==> config.mk <==
export PLATFORM = sky130hd
export DESIGN_NAME = branch_target_table_flat
export DESIGN_NICKNAME = d
export VERILOG_FILES = /design/src/rtl/branch_target_table_if.sv /design/src/rtl/branch_target_table.sv /design/src/flat_wrapper.sv
export SDC_FILE = /design/constraint.sdc
export NUM_CORES = 1
export LEC_CHECK = 0
export CAP_MARGIN = 10
export CORE_MARGIN = 2
export CORE_UTILIZATION = 45
export CTS_CLUSTER_DIAMETER = 50
export DETAILED_ROUTE_END_ITERATION = 12
export GPL_TIMING_DRIVEN = 0
export HOLD_SLACK_MARGIN = 0.12
export PLACE_DENSITY = 0.62
export SLEW_MARGIN = 20
export SYNTH_ARGS = -nofsm -noshare
export SYNTH_HDL_FRONTEND = slang
export SYNTH_SLANG_ARGS = --single-unit
==> constraint.sdc <==
create_clock -name clk -period 8.66 [get_ports clk]
set_input_delay 0.866 -clock clk [delete_from_list [all_inputs] [get_ports clk]]
set_output_delay 0.866 -clock clk [all_outputs]
set_load 0.03 [all_outputs]
==> src/rtl/branch_target_table_if.sv <==
// Lookup and streaming-load signal bundle for the branch target table.
`timescale 1ns/1ps
interface branch_target_table_if #(
    parameter int unsigned D  = 10,
    parameter int unsigned AW = 4
);
    logic          lookup_en;
    logic [AW-1:0] addr;
    logic [D-1:0]  pc;
    logic [D-1:0]  target;
    logic          target_valid;
    logic          hit;
    logic          load_start;
    logic          load_valid;
    logic          load_ready;
    logic [D-1:0]  load_data;
    logic          load_rel;
    logic          load_done;
    logic          busy;
    logic          flush;

    modport master (
        output lookup_en, addr, pc, load_start, load_valid, load_data, load_rel, flush,
        input  target, target_valid, hit, load_ready, load_done, busy
    );

    modport slave (
        input  lookup_en, addr, pc, load_start, load_valid, load_data, load_rel, flush,
        output target, target_valid, hit, load_ready, load_done, busy
    );
endinterface

==> src/rtl/branch_target_table.sv <==
// Runtime-loadable branch target table: registered lookup with absolute or
// PC-relative entries, filled sequentially over a valid/ready stream.
`timescale 1ns/1ps
module branch_target_table #(
    parameter int unsigned D      = 10,
    parameter int unsigned AW     = 4,
    parameter bit          REL_EN = 1'b1
) (
    input  logic                 clk,
    input  logic                 reset,
    branch_target_table_if.slave bus
);
    localparam int unsigned DEPTH = 1 << AW;

    typedef enum logic [1:0] {IDLE, LOAD, DONE} state_t;

    state_t        state_q;
    logic [AW-1:0] ptr_q;
    logic          ready_q;
    logic          done_q;
    logic          busy_q;

    logic [DEPTH-1:0] valid_q;
    logic [DEPTH-1:0] rel_q;
    logic [D-1:0]     data_q [DEPTH];

    logic [D-1:0] target_q;
    logic [D-1:0] target_d;
    logic         hit_q;
    logic         tv_q;
    logic         beat_c;

    assign beat_c = bus.load_valid & ready_q;

    // Entry resolution reads pre-edge contents, giving read-before-write.
    always_comb begin
        target_d = '0;
        if (valid_q[bus.addr]) begin
            if (rel_q[bus.addr]) target_d = data_q[bus.addr] + bus.pc;
            else                 target_d = data_q[bus.addr];
        end
    end

    always_ff @(posedge clk or posedge reset) begin
        if (reset) begin
            target_q <= '0;
            hit_q    <= 1'b0;
            tv_q     <= 1'b0;
        end else begin
            tv_q <= bus.lookup_en;
            if (bus.lookup_en) begin
                target_q <= target_d;
                hit_q    <= valid_q[bus.addr];
            end
        end
    end

    // Table storage; flush only invalidates, payload bits are don't-care once invalid.
    always_ff @(posedge clk or posedge reset) begin
        if (reset) begin
            valid_q <= '0;
            rel_q   <= '0;
            for (int i = 0; i < int'(DEPTH); i++) data_q[i] <= '0;
        end else if (bus.flush) begin
            valid_q <= '0;
        end else if (beat_c) begin
            valid_q[ptr_q] <= 1'b1;
            rel_q[ptr_q]   <= bus.load_rel & REL_EN;
            data_q[ptr_q]  <= bus.load_data;
        end
    end

    // Load sequencer with registered handshake/status outputs.
    always_ff @(posedge clk or posedge reset) begin
        if (reset) begin
            state_q <= IDLE;
            ptr_q   <= '0;
            ready_q <= 1'b0;
            done_q  <= 1'b0;
            busy_q  <= 1'b0;
        end else if (bus.flush) begin
            state_q <= IDLE;
            ptr_q   <= '0;
            ready_q <= 1'b0;
            done_q  <= 1'b0;
            busy_q  <= 1'b0;
        end else begin
            case (state_q)
                IDLE: begin
                    done_q <= 1'b0;
                    if (bus.load_start) begin
                        state_q <= LOAD;
                        ptr_q   <= '0;
                        ready_q <= 1'b1;
                        busy_q  <= 1'b1;
                    end
                end
                LOAD: begin
                    if (beat_c) begin
                        ptr_q <= ptr_q + AW'(1);
                        if (ptr_q == AW'(DEPTH - 1)) begin
                            state_q <= DONE;
                            ready_q <= 1'b0;
                            done_q  <= 1'b1;
                        end
                    end
                end
                DONE: begin
                    state_q <= IDLE;
                    done_q  <= 1'b0;
                    busy_q  <= 1'b0;
                end
                default: begin
                    state_q <= IDLE;
                    ptr_q   <= '0;
                    ready_q <= 1'b0;
                    done_q  <= 1'b0;
                    busy_q  <= 1'b0;
                end
            endcase
        end
    end

    assign bus.target       = target_q;
    assign bus.hit          = hit_q;
    assign bus.target_valid = tv_q;
    assign bus.load_ready   = ready_q;
    assign bus.load_done    = done_q;
    assign bus.busy         = busy_q;
endmodule

==> src/flat_wrapper.sv <==
// flat-port wrapper written by rule: the top's interface ports become plain ports
module branch_target_table_flat 
#(
    parameter int unsigned D      = 10,
    parameter int unsigned AW     = 4,
    parameter bit          REL_EN = 1'b1
)
  (clk, reset, bus_lookup_en, bus_addr, bus_pc, bus_load_start, bus_load_valid, bus_load_data, bus_load_rel, bus_flush, bus_target, bus_target_valid, bus_hit, bus_load_ready, bus_load_done, bus_busy);
  branch_target_table_if #(.D(D), .AW(AW)) bus_i ();
  input  logic clk;
  input  logic reset;
  input wire logic [$bits(bus_i.lookup_en)-1:0] bus_lookup_en;
  input wire logic [$bits(bus_i.addr)-1:0] bus_addr;
  input wire logic [$bits(bus_i.pc)-1:0] bus_pc;
  input wire logic [$bits(bus_i.load_start)-1:0] bus_load_start;
  input wire logic [$bits(bus_i.load_valid)-1:0] bus_load_valid;
  input wire logic [$bits(bus_i.load_data)-1:0] bus_load_data;
  input wire logic [$bits(bus_i.load_rel)-1:0] bus_load_rel;
  input wire logic [$bits(bus_i.flush)-1:0] bus_flush;
  output wire logic [$bits(bus_i.target)-1:0] bus_target;
  output wire logic [$bits(bus_i.target_valid)-1:0] bus_target_valid;
  output wire logic [$bits(bus_i.hit)-1:0] bus_hit;
  output wire logic [$bits(bus_i.load_ready)-1:0] bus_load_ready;
  output wire logic [$bits(bus_i.load_done)-1:0] bus_load_done;
  output wire logic [$bits(bus_i.busy)-1:0] bus_busy;
  assign bus_i.lookup_en = bus_lookup_en;
  assign bus_i.addr = bus_addr;
  assign bus_i.pc = bus_pc;
  assign bus_i.load_start = bus_load_start;
  assign bus_i.load_valid = bus_load_valid;
  assign bus_i.load_data = bus_load_data;
  assign bus_i.load_rel = bus_load_rel;
  assign bus_i.flush = bus_flush;
  assign bus_target = bus_i.target;
  assign bus_target_valid = bus_i.target_valid;
  assign bus_hit = bus_i.hit;
  assign bus_load_ready = bus_i.load_ready;
  assign bus_load_done = bus_i.load_done;
  assign bus_busy = bus_i.busy;
  branch_target_table #(.D(D), .AW(AW), .REL_EN(REL_EN)) u_core (.clk(clk), .reset(reset), .bus(bus_i));
endmodule
# Word-level counts from Yosys, hierarchy flattened

Index checks and enable logic that the tools add are counted.

Flip-flop bits (word level): 213
Latch bits: 0
RAM bits: 0
Bits in read-only memories: 0
Output and inout port bits: 15
Memories kept: 0

Add/subtract/negate cells: 2
Multipliers: 0
Div/mod/pow operators: 0
Magnitude comparators: 6
Eq/ne operators: 8
Shifts and indexed selects: 0
Muxes and demuxes: 37
Bitwise gates (word level): 5
Reduce and logical (&&, ||, !) cells: 10

Operators by type and width:

| operator                                                                            | count |
|---|---|
| 160-bit bitwise mux                                                                 | 1 |
| 10-bit two-way mux                                                                  | 5 |
| 10-bit binary-select mux with 4-bit select                                          | 1 |
| 10-bit demux with 4-bit select                                                      | 1 |
| 16-bit two-way mux                                                                  | 2 |
| 16-bit bitwise mux                                                                  | 1 |
| 16-bit bitwise OR                                                                   | 1 |
| 1-bit two-way mux                                                                   | 12 |
| 4-bit two-way mux                                                                   | 3 |
| 4-bit case mux with 3 select lines                                                  | 1 |
| 10-bit adder                                                                        | 1 |
| 5-bit greater-or-equal comparator, second input constant                            | 2 |
| 4-bit by 5-bit < comparator with 1-bit output, second input constant                | 2 |
| 4-bit NOT with 5-bit output                                                         | 2 |
| 1-bit binary-select mux with 4-bit select                                           | 2 |
| 2-bit two-way mux                                                                   | 4 |
| 3-bit by 2-bit != test with 1-bit output, second input constant                     | 2 |
| 2-bit AND reduction                                                                 | 3 |
| 3-bit AND reduction                                                                 | 2 |
| 5-bit by 1-bit < comparator with 1-bit output, second input constant                | 1 |
| 4-bit by 1-bit adder with 4-bit output, second input constant                       | 1 |
| 1-bit demux with 4-bit select                                                       | 1 |
| 4-bit == test, second input constant                                                | 1 |
| 4-bit by 1-bit greater-or-equal comparator with 1-bit output, second input constant | 1 |
| 13 further kinds                                                                    | 15 |

# Longest topological paths before layout

Gate-level depths: netlist of run 1.

Word-level depth: 7
Depth in mapped cells: 12

# Worst setup path before layout of run 1

OpenSTA, ideal clock, no wires.

Kind: input port to flip-flop
Start point: in bus_addr[1]
End point: reg u_core.target_q[8], in the netlist u_core.bus.target[8]
Library setup time: 135 ps
Arrival time: 3,831 ps
Required time: 8,525 ps
Path slack: 4,695 ps
Stages on the path: 12
Path buffers: 2
Cell sequence: clkbuf_1 -> clkbuf_1 -> mux4_2 -> mux4_2 -> ha_1 -> fa_1 -> a21oi_1 -> o211ai_1 -> o41ai_1 -> xnor2_1 -> mux2i_1 -> o22ai_1

Word-level cells in the longest chain between the ends: 7

RTL lines:

| element                                                | line                                                 | source |
|---|---|---|
| start: declaration                                     | flat_wrapper.sv:13                                   | `input wire logic [$bits(bus_i.addr)-1:0] bus_addr;` |
| 4-bit NOT with 5-bit output (not written as such)      | branch_target_table.sv:39, branch_target_table.sv:40 |  |
| 10-bit binary-select mux with 4-bit select             | branch_target_table.sv:39, branch_target_table.sv:40 |  |
| 10-bit two-way mux (not written as such) (2 in series) | branch_target_table.sv:39, branch_target_table.sv:40 |  |
| 10-bit adder                                           | branch_target_table.sv:39                            | `if (rel_q[bus.addr]) target_d = data_q[bus.addr] + bus.pc;` |
| 10-bit two-way mux                                     | branch_target_table.sv:39                            |  |
| 10-bit two-way mux *                                   | branch_target_table.sv:38                            | `if (valid_q[bus.addr]) begin` |
| end signal: assignment                                 | branch_target_table.sv:52                            | `target_q <= target_d;` |
| end: declaration                                       | branch_target_table.sv:27                            | `logic [D-1:0] target_q;` |

Mark *: on every way between the ends. The rest lies on a longest branch, timed or not. The select of a mux whose other input is x is not followed.
A chain may end at the register's enable or synchronous reset.

# Final worst setup path of run 1

Ends and elaborated chain as after synthesis.

==> flow_summary.toml, run 1 <==
[run_status]
status = "finished, final reports clean"

[synth]
yosys_most_used_dff = "sky130_fd_sc_hd__dfrtp_1"
post_synth_inst_count = 663
syn-num-nets = 708
ys.warnings.count = 0
synth-async-reset-ratio_pct = 100
synth_compound_area_share_pct = 3.61
ys_seq_area_share_pct = 53.0
ys_types = 42
post_synth_mux_area_share_pct = 34.8
synth_xor_area_share_pct = 0.958
synth.ff_latch_count = 213
main_combinational_cell_family_by_area_after_synthesis = "multiplexers"
synth_simple_gate_area_share_pct = 2.65
synth_adder_area_share_pct = 1.82
edff_count_synth = 0
per_instance_average_area_after_synthesis_um2 = 15.2
synthesis.area_mm2 = 0.0101

[routing]
route.antenna.remaining_nets = 0
postRouteWirelength_mm = 24.1
via_count = 5968
drc = 0
first_pass_iters = 4
drt_iter0_drc = 399
routed_via_density = 5.77
routedWlPerCell_um = 23.3

[clock_network]
clkSinkCount = 213
root_cell_of_the_clock_tree = "sky130_fd_sc_hd__clkbuf_16"
cts-root-to-sink-buffers = 3
clock_latency_ps = 510
cts_tree = "built"
cts_inserted_buffers = 25
worst_setup_hold_path_clk_slew_ps = 60
cts_resized = 0
htreeDepth = 1
cts-hold-fix-buffers = 0
post-cts-setup-buffers = 0

[place]
hpwl_mm = 15.8
io_buffers = 45
gpl.final_weighted_congestion = 0.843
dpl-instance-area_mm2 = 0.0109

[final_layout]
postLayoutCellArea_mm2 = 0.0117
area_delta_synth_final_pct = 16.6
final_net_count = 782
final_util_pct = 53.6
antennaDiodeCount = 0
proportion_of_layout_cells_with_a_drive_suffix_above_1_pct = 36.3

[power]
p_total_w = 0.00220
power.density_mw_per_mm2 = 187
peakVddDrop_mv = 0.119
power.static_leakage_nw = 5.69

[hold_path]
hold_path_class = "reg2reg"

[setup_path]
timing.critical_path.arrival_ps = 5480
timing.setup.critical_path_class = "in2reg"
required_ps = 9040
reg2reg_setup_slack_ps = 5310
endpoint_kind = "register"
critical_path.startpoint_type = "primary input"
crit_fanout = 10

[global_route]
antenna_violations_before_repair = 0
grt_ovf = 0
grt_first_pass_wirelength_mm = 38.0
global_route.usage.total_pct = 21.0
grt_max_degree = 101
first_global_vias = 6519

[floorplanning]
die_h_um = 153
die_area_mm2 = 0.0236
starting_density_of_the_core_pct = 45.9
num_io_pins = 46
row_cnt = 54
die-width_um = 153
placeableCoreArea_mm2 = 0.0219

[sta]
fmax_mhz = 196
fin_crit_ps = 5110
final.setup_skew_ps = 12.3
max-slew-margin-rel_pct = 30.4
worst_pin_slew_ps = 1040
report.final.slew_viol_count = 0
final.period_utilization_pct = 59.0
setup_violations = 0
timing_hold_violations_final = 0
rsz0062_at_grt = "false"

[run]
max-cap-violations = 0
kinds of logic (layout without fill, tap and decap cells):
kind of cell	after synthesis	in the layout
xor gates and xnor gates	11	11
AOI/OAI and AO/OA	55	55
and+or+nand+nor	59	59
muxes	244	244
buffers and inverters	67	158
DFF	213	213
adders and majority gates	14	14
report_power, final:
group          total [W]  internal (W)  switching, W
Clock            0.00102      0.000617      0.000398
Combinational   0.000154     0.0000699     0.0000842
Sequential       0.00103       0.00102     0.0000110
worst max-delay path, stage by stage:
cell and delay (ps):
sky130_fd_sc_hd__clkdlybuf4s50_1 540, sky130_fd_sc_hd__clkbuf_1 460, sky130_fd_sc_hd__clkbuf_1 830, sky130_fd_sc_hd__mux4_2 420, sky130_fd_sc_hd__mux4_2 500, sky130_fd_sc_hd__ha_1 240, sky130_fd_sc_hd__fa_1 410, sky130_fd_sc_hd__a21oi_1 220
sky130_fd_sc_hd__o211ai_1 160, sky130_fd_sc_hd__o41ai_1 440, sky130_fd_sc_hd__xnor2_1 120, sky130_fd_sc_hd__mux2i_1 170, sky130_fd_sc_hd__o22ai_1 90
per-stage QoR:
step	TNS (ps)	worst slack (ps)	hold WS, ps	instances
floorplan	0	1970	441	663
global placement	-27850	-158	452	988
detailed placement	0	3100	458	990
CTS	0	3610	470	1034
global route	0	3330	481	1034
finish	0	3550	468	1034
sequential cells by signal, summed over array words and instances (netlist names):
name                     cells
u_core.data_q              160
u_core.rel_q                16
u_core.valid_q              16
u_core.bus.target           10
u_core.ptr_q                 4
u_core.state_q               2
u_core.bus.busy              1
u_core.bus.hit               1
u_core.bus.load_done         1
u_core.bus.load_ready        1
u_core.bus.target_valid      1
layout make-up:
class | count | area [um^2]
fill | 1780 | 10200
sequential | 213 | 5330
multi-input combinational | 383 | 4410
clock buffer | 35 | 733
timing repair buffer | 47 | 505
tap | 280 | 350
buffer | 45 | 235
inverter | 22 | 90.1
clock inverter | 9 | 76.3
cell usage after synthesis, types with 2 or more instances:
master	instances	share of area, %
sky130_fd_sc_hd__mux2i_1	9	0.90
sky130_fd_sc_hd__mux2_2	176	20
sky130_fd_sc_hd__o22ai_1	10	0.62
sky130_fd_sc_hd__clkbuf_1	19	0.71
sky130_fd_sc_hd__xor2_1	3	0.26
sky130_fd_sc_hd__a21oi_1	9	0.45
sky130_fd_sc_hd__buf_2	14	0.70
sky130_fd_sc_hd__xnor2_1	8	0.70
sky130_fd_sc_hd__o21ai_0	8	0.40
sky130_fd_sc_hd__buf_6	4	0.45
sky130_fd_sc_hd__mux4_2	33	7.4
sky130_fd_sc_hd__a211oi_1	2	0.15
sky130_fd_sc_hd__dfrtp_1	213	53
sky130_fd_sc_hd__ha_1	13	1.6
sky130_fd_sc_hd__nand2b_1	3	0.19
sky130_fd_sc_hd__inv_1	22	0.82
sky130_fd_sc_hd__buf_1	5	0.19
sky130_fd_sc_hd__a2111oi_0	2	0.17
sky130_fd_sc_hd__a21o_1	13	0.97
sky130_fd_sc_hd__nand2_1	13	0.49
sky130_fd_sc_hd__o211ai_1	2	0.15
sky130_fd_sc_hd__buf_4	2	0.15
sky130_fd_sc_hd__nand4_1	2	0.12
sky130_fd_sc_hd__nand3_1	8	0.40
sky130_fd_sc_hd__nor3_1	2	0.10
sky130_fd_sc_hd__mux4_1	26	6.8
sky130_fd_sc_hd__o31ai_1	2	0.15
sky130_fd_sc_hd__nor2_1	26	0.97
placed cells by master, fill, tap and decap left out, types with 14 or more instances in the layout:
master and n:
sky130_fd_sc_hd__clkbuf_1 22, sky130_fd_sc_hd__nor2_1 26, sky130_fd_sc_hd__clkbuf_16 25, sky130_fd_sc_hd__inv_1 21, sky130_fd_sc_hd__clkdlybuf4s50_1 45, sky130_fd_sc_hd__mux2_2 176
sky130_fd_sc_hd__buf_2 14, sky130_fd_sc_hd__mux4_1 26, sky130_fd_sc_hd__mux4_2 33, sky130_fd_sc_hd__dfrtp_1 213
layer usage:
| metal | track usage (%) | routed length (um) | vias to the layer above |
|---|---|---|---|
| met5 | 0 | 0 | - |
| met4 | 5.20 | 491 | 0 |
| met3 | 3.32 | 1250 | 38 |
| met2 | 34.4 | 11700 | 165 |
| met1 | 29.8 | 10600 | 3140 |
| li1 | - | - | 2625 |
path summary, 6_finish.rpt:
| kind | from | to | depth (start not counted) |
|---|---|---|---|
| setup / recovery | bus_addr[1] | u_core.bus.target[8] | 13 |
| hold / removal | u_core.valid_q[8] | u_core.valid_q[8] | 1 |
| setup reg to reg | u_core.data_q[20] | u_core.bus.target[8] | 10 |
| hold reg to reg | u_core.valid_q[8] | u_core.valid_q[8] | 1 |
| max in group asynchronous | reset | u_core.data_q[43] | 4 |
| min in group asynchronous | reset | u_core.rel_q[0] | 2 |
No activity file was read; power rests on OpenSTA's default activity.
==> run 2, diff against run 1 <==
==> constraint.sdc (replaced) <==
create_clock -name clk -period 4.7 [get_ports clk]
set_input_delay 0.47 -clock clk [delete_from_list [all_inputs] [get_ports clk]]
set_output_delay 0.47 -clock clk [all_outputs]
set_load 0.03 [all_outputs]
==> run 2 against run 1 <==
Worst setup slack got worse by 3200 ps. Clock power increased by 97%. Core utilization increased by 0.80 points. Combinational power increased by 92%. Sequential share of layout area decreased by 0.67 points. Wire length about the same. Largest cell class unchanged. Largest power group is now the clock network.
==> flow_summary.toml, run 2 (same netlist as run 1, synthesis figures left out) <==
[sta]
setup_violations = 0
rsz0062_at_grt = "false"
worst_pin_slew_ps = 1010
timing_hold_violations_final = 0
max-slew-margin-rel_pct = 32.6
report.final.slew_viol_count = 0
final.period_utilization_pct = 91.4
post-route-worst-setup-slack_ps = 404
fmax_mhz = 233
final.setup_skew_ps = 9.32
fin_crit_ps = 4300

[global_route]
grt_first_pass_wirelength_mm = 37.8
global_route.usage.met3_pct = 3.60
met2_usage_pct = 33.2
grt_ovf = 0
grt_max_degree = 33
grt.met1_usage_pct = 30.1
grt.busiest_layer = "met2"
first_global_vias = 6446
antenna_violations_before_repair = 0
global_route.usage.total_pct = 21.0

[setup_path]
timing.critical_path.arrival_ps = 4670
required_ps = 5070
cp.depth = 13
timing.setup.critical_path_class = "in2reg"
reg2reg_setup_slack_ps = 1360
crit_path_frequent_cell = "sky130_fd_sc_hd__mux4_2"
worstPathBufferInverterCount = 3
critical_path.cell_chain = "clkdlybuf4s50_1 -> clkbuf_1 -> clkbuf_2 -> mux4_2 -> mux4_2 -> ha_1 -> fa_1 -> a21oi_1 -> o211ai_1 -> o41ai_1 -> xnor2_1 -> mux2i_1 -> o22ai_1"
critPathTopFamily = "buffers and inverters"
rr_startpoint = "u_core.data_q[100]"
critical_path.endpoint = "u_core.bus.target[8]"
crit_fanout = 10
critical_path.startpoint_type = "primary input"
cpMaxStageDelayCell = "sky130_fd_sc_hd__clkdlybuf4s50_1"
setup.worst_path.start = "bus_addr[1]"
cpPeakStageDelay_ps = 520
ff2ff_path_depth = 10
r2r-end = "u_core.bus.target[8]"
endpoint_kind = "register"

[place]
dpl-instance-area_mm2 = 0.0110
io_buffers = 45
place.detailed.instances = 996
hpwl_mm = 16.3
detailedPlace.worstSlack_ps = -422
gpl.final_weighted_congestion = 0.847

[floorplanning]
row_cnt = 54
placeableCoreArea_mm2 = 0.0219
die_area_mm2 = 0.0236
die-width_um = 153
num_io_pins = 46
die_h_um = 153
starting_density_of_the_core_pct = 45.9

[final_layout]
sequential_cell_area_mm2 = 0.00533
antennaDiodeCount = 0
area_delta_synth_final_pct = 18.4
area_of_the_multi_input_gates_mm2 = 0.00441
layout.cells.most_common = "sky130_fd_sc_hd__dfrtp_1"
fillerInstances = 1782
reg.largest.list = "u_core.data_q x160, u_core.rel_q x16, u_core.valid_q x16"
non_filler_instance_count_after_layout = 1041
layout.cells.most_common_list = "sky130_fd_sc_hd__dfrtp_1 (213), sky130_fd_sc_hd__mux2_2 (176), sky130_fd_sc_hd__clkdlybuf4s50_1 (45), sky130_fd_sc_hd__mux4_2 (33)"
largest_register_ff_count = 160
final_net_count = 788
largest-register = "u_core.data_q"
proportion_of_layout_cells_with_a_drive_suffix_above_1_pct = 37.3
postLayoutCellArea_mm2 = 0.0119

[routing]
drc = 0
postRouteWirelength_mm = 24.1
routedWlPerCell_um = 23.1
route.antenna.remaining_nets = 0
via_count = 6045
routed_via_density = 5.81
drt_iter0_drc = 366
first_pass_iters = 5

[hold_path]
hold_path_class = "in2async"

[run]
max-cap-violations = 0

[clock_network]
cts-root-to-sink-buffers = 3
htreeDepth = 1
cts_tree = "built"
clock_latency_ps = 510
cts_inserted_buffers = 25
worst_setup_hold_path_clk_slew_ps = 60
post-cts-setup-buffers = 0
root_cell_of_the_clock_tree = "sky130_fd_sc_hd__clkbuf_16"
clkSinkCount = 213

[power]
power.density_mw_per_mm2 = 353
power.static_leakage_nw = 5.77
peakVddDrop_mv = 0.200

[run_status]
status = "finished, final reports clean"
-- run 2: metal layers --
metal / up-vias / part of all wire, %
li1: 2640 / -
met1: 3195 / 45
met2: 165 / 47
met3: 45 / 5.6
met4: 0 / 2.4
met5: - / 0
-- run 2: worst min path at each step --
stage / end / slack [ps] / from
floorplan: u_core.valid_q[13] / 440 / u_core.valid_q[13]
global placement: u_core.valid_q[13] / 450 / u_core.valid_q[13]
detailed placement: u_core.valid_q[10] / 460 / u_core.valid_q[10]
CTS: u_core.rel_q[0] / 360 / reset
global route: u_core.rel_q[1] / 380 / reset
finish: u_core.rel_q[0] / 350 / reset
-- run 2: report_power, final --
group,total [W],internal [W],switching (W)
clock network,0.00201,0.00125,0.000763
registers,0.00189,0.00187,0.0000194
logic,0.000295,0.000139,0.000156
total,0.00420,0.00326,0.000939
-- run 2: what timing repair did --
item	4_1_cts	5_1_grt
resized for setup	0	5
hold buffers	0	0
hold endpoints to repair	0	0
endpoints found under the setup margin	0	2
-- run 2: area by class of cell --
| type | count | area share, % |
|---|---|---|
| Timing Repair Buffer | 53 | 5.26 |
| Clock buffer | 30 | 5.67 |
| Buffer | 45 | 2.00 |
| Inverter | 22 | 0.725 |
| Clock inverter | 15 | 1.61 |
| Multi-Input combinational cell | 383 | 37.0 |
| Tap cell | 280 | 2.94 |
| Sequential cell | 213 | 44.8 |
-- run 2: stage by stage --
stage          setup TNS, ps  utilization [%]  total power [W]  hold WS (ps)
2_1_floorplan              0                -          0.00210           441
4_1_cts                    0             54.4          0.00423           361
5_1_grt                    0             54.4          0.00435           384
6_report                   0             54.4          0.00420           351
3_3_place_gp            -738             49.6          0.00219           451
3_5_place_dp            -942             50.4          0.00222           462
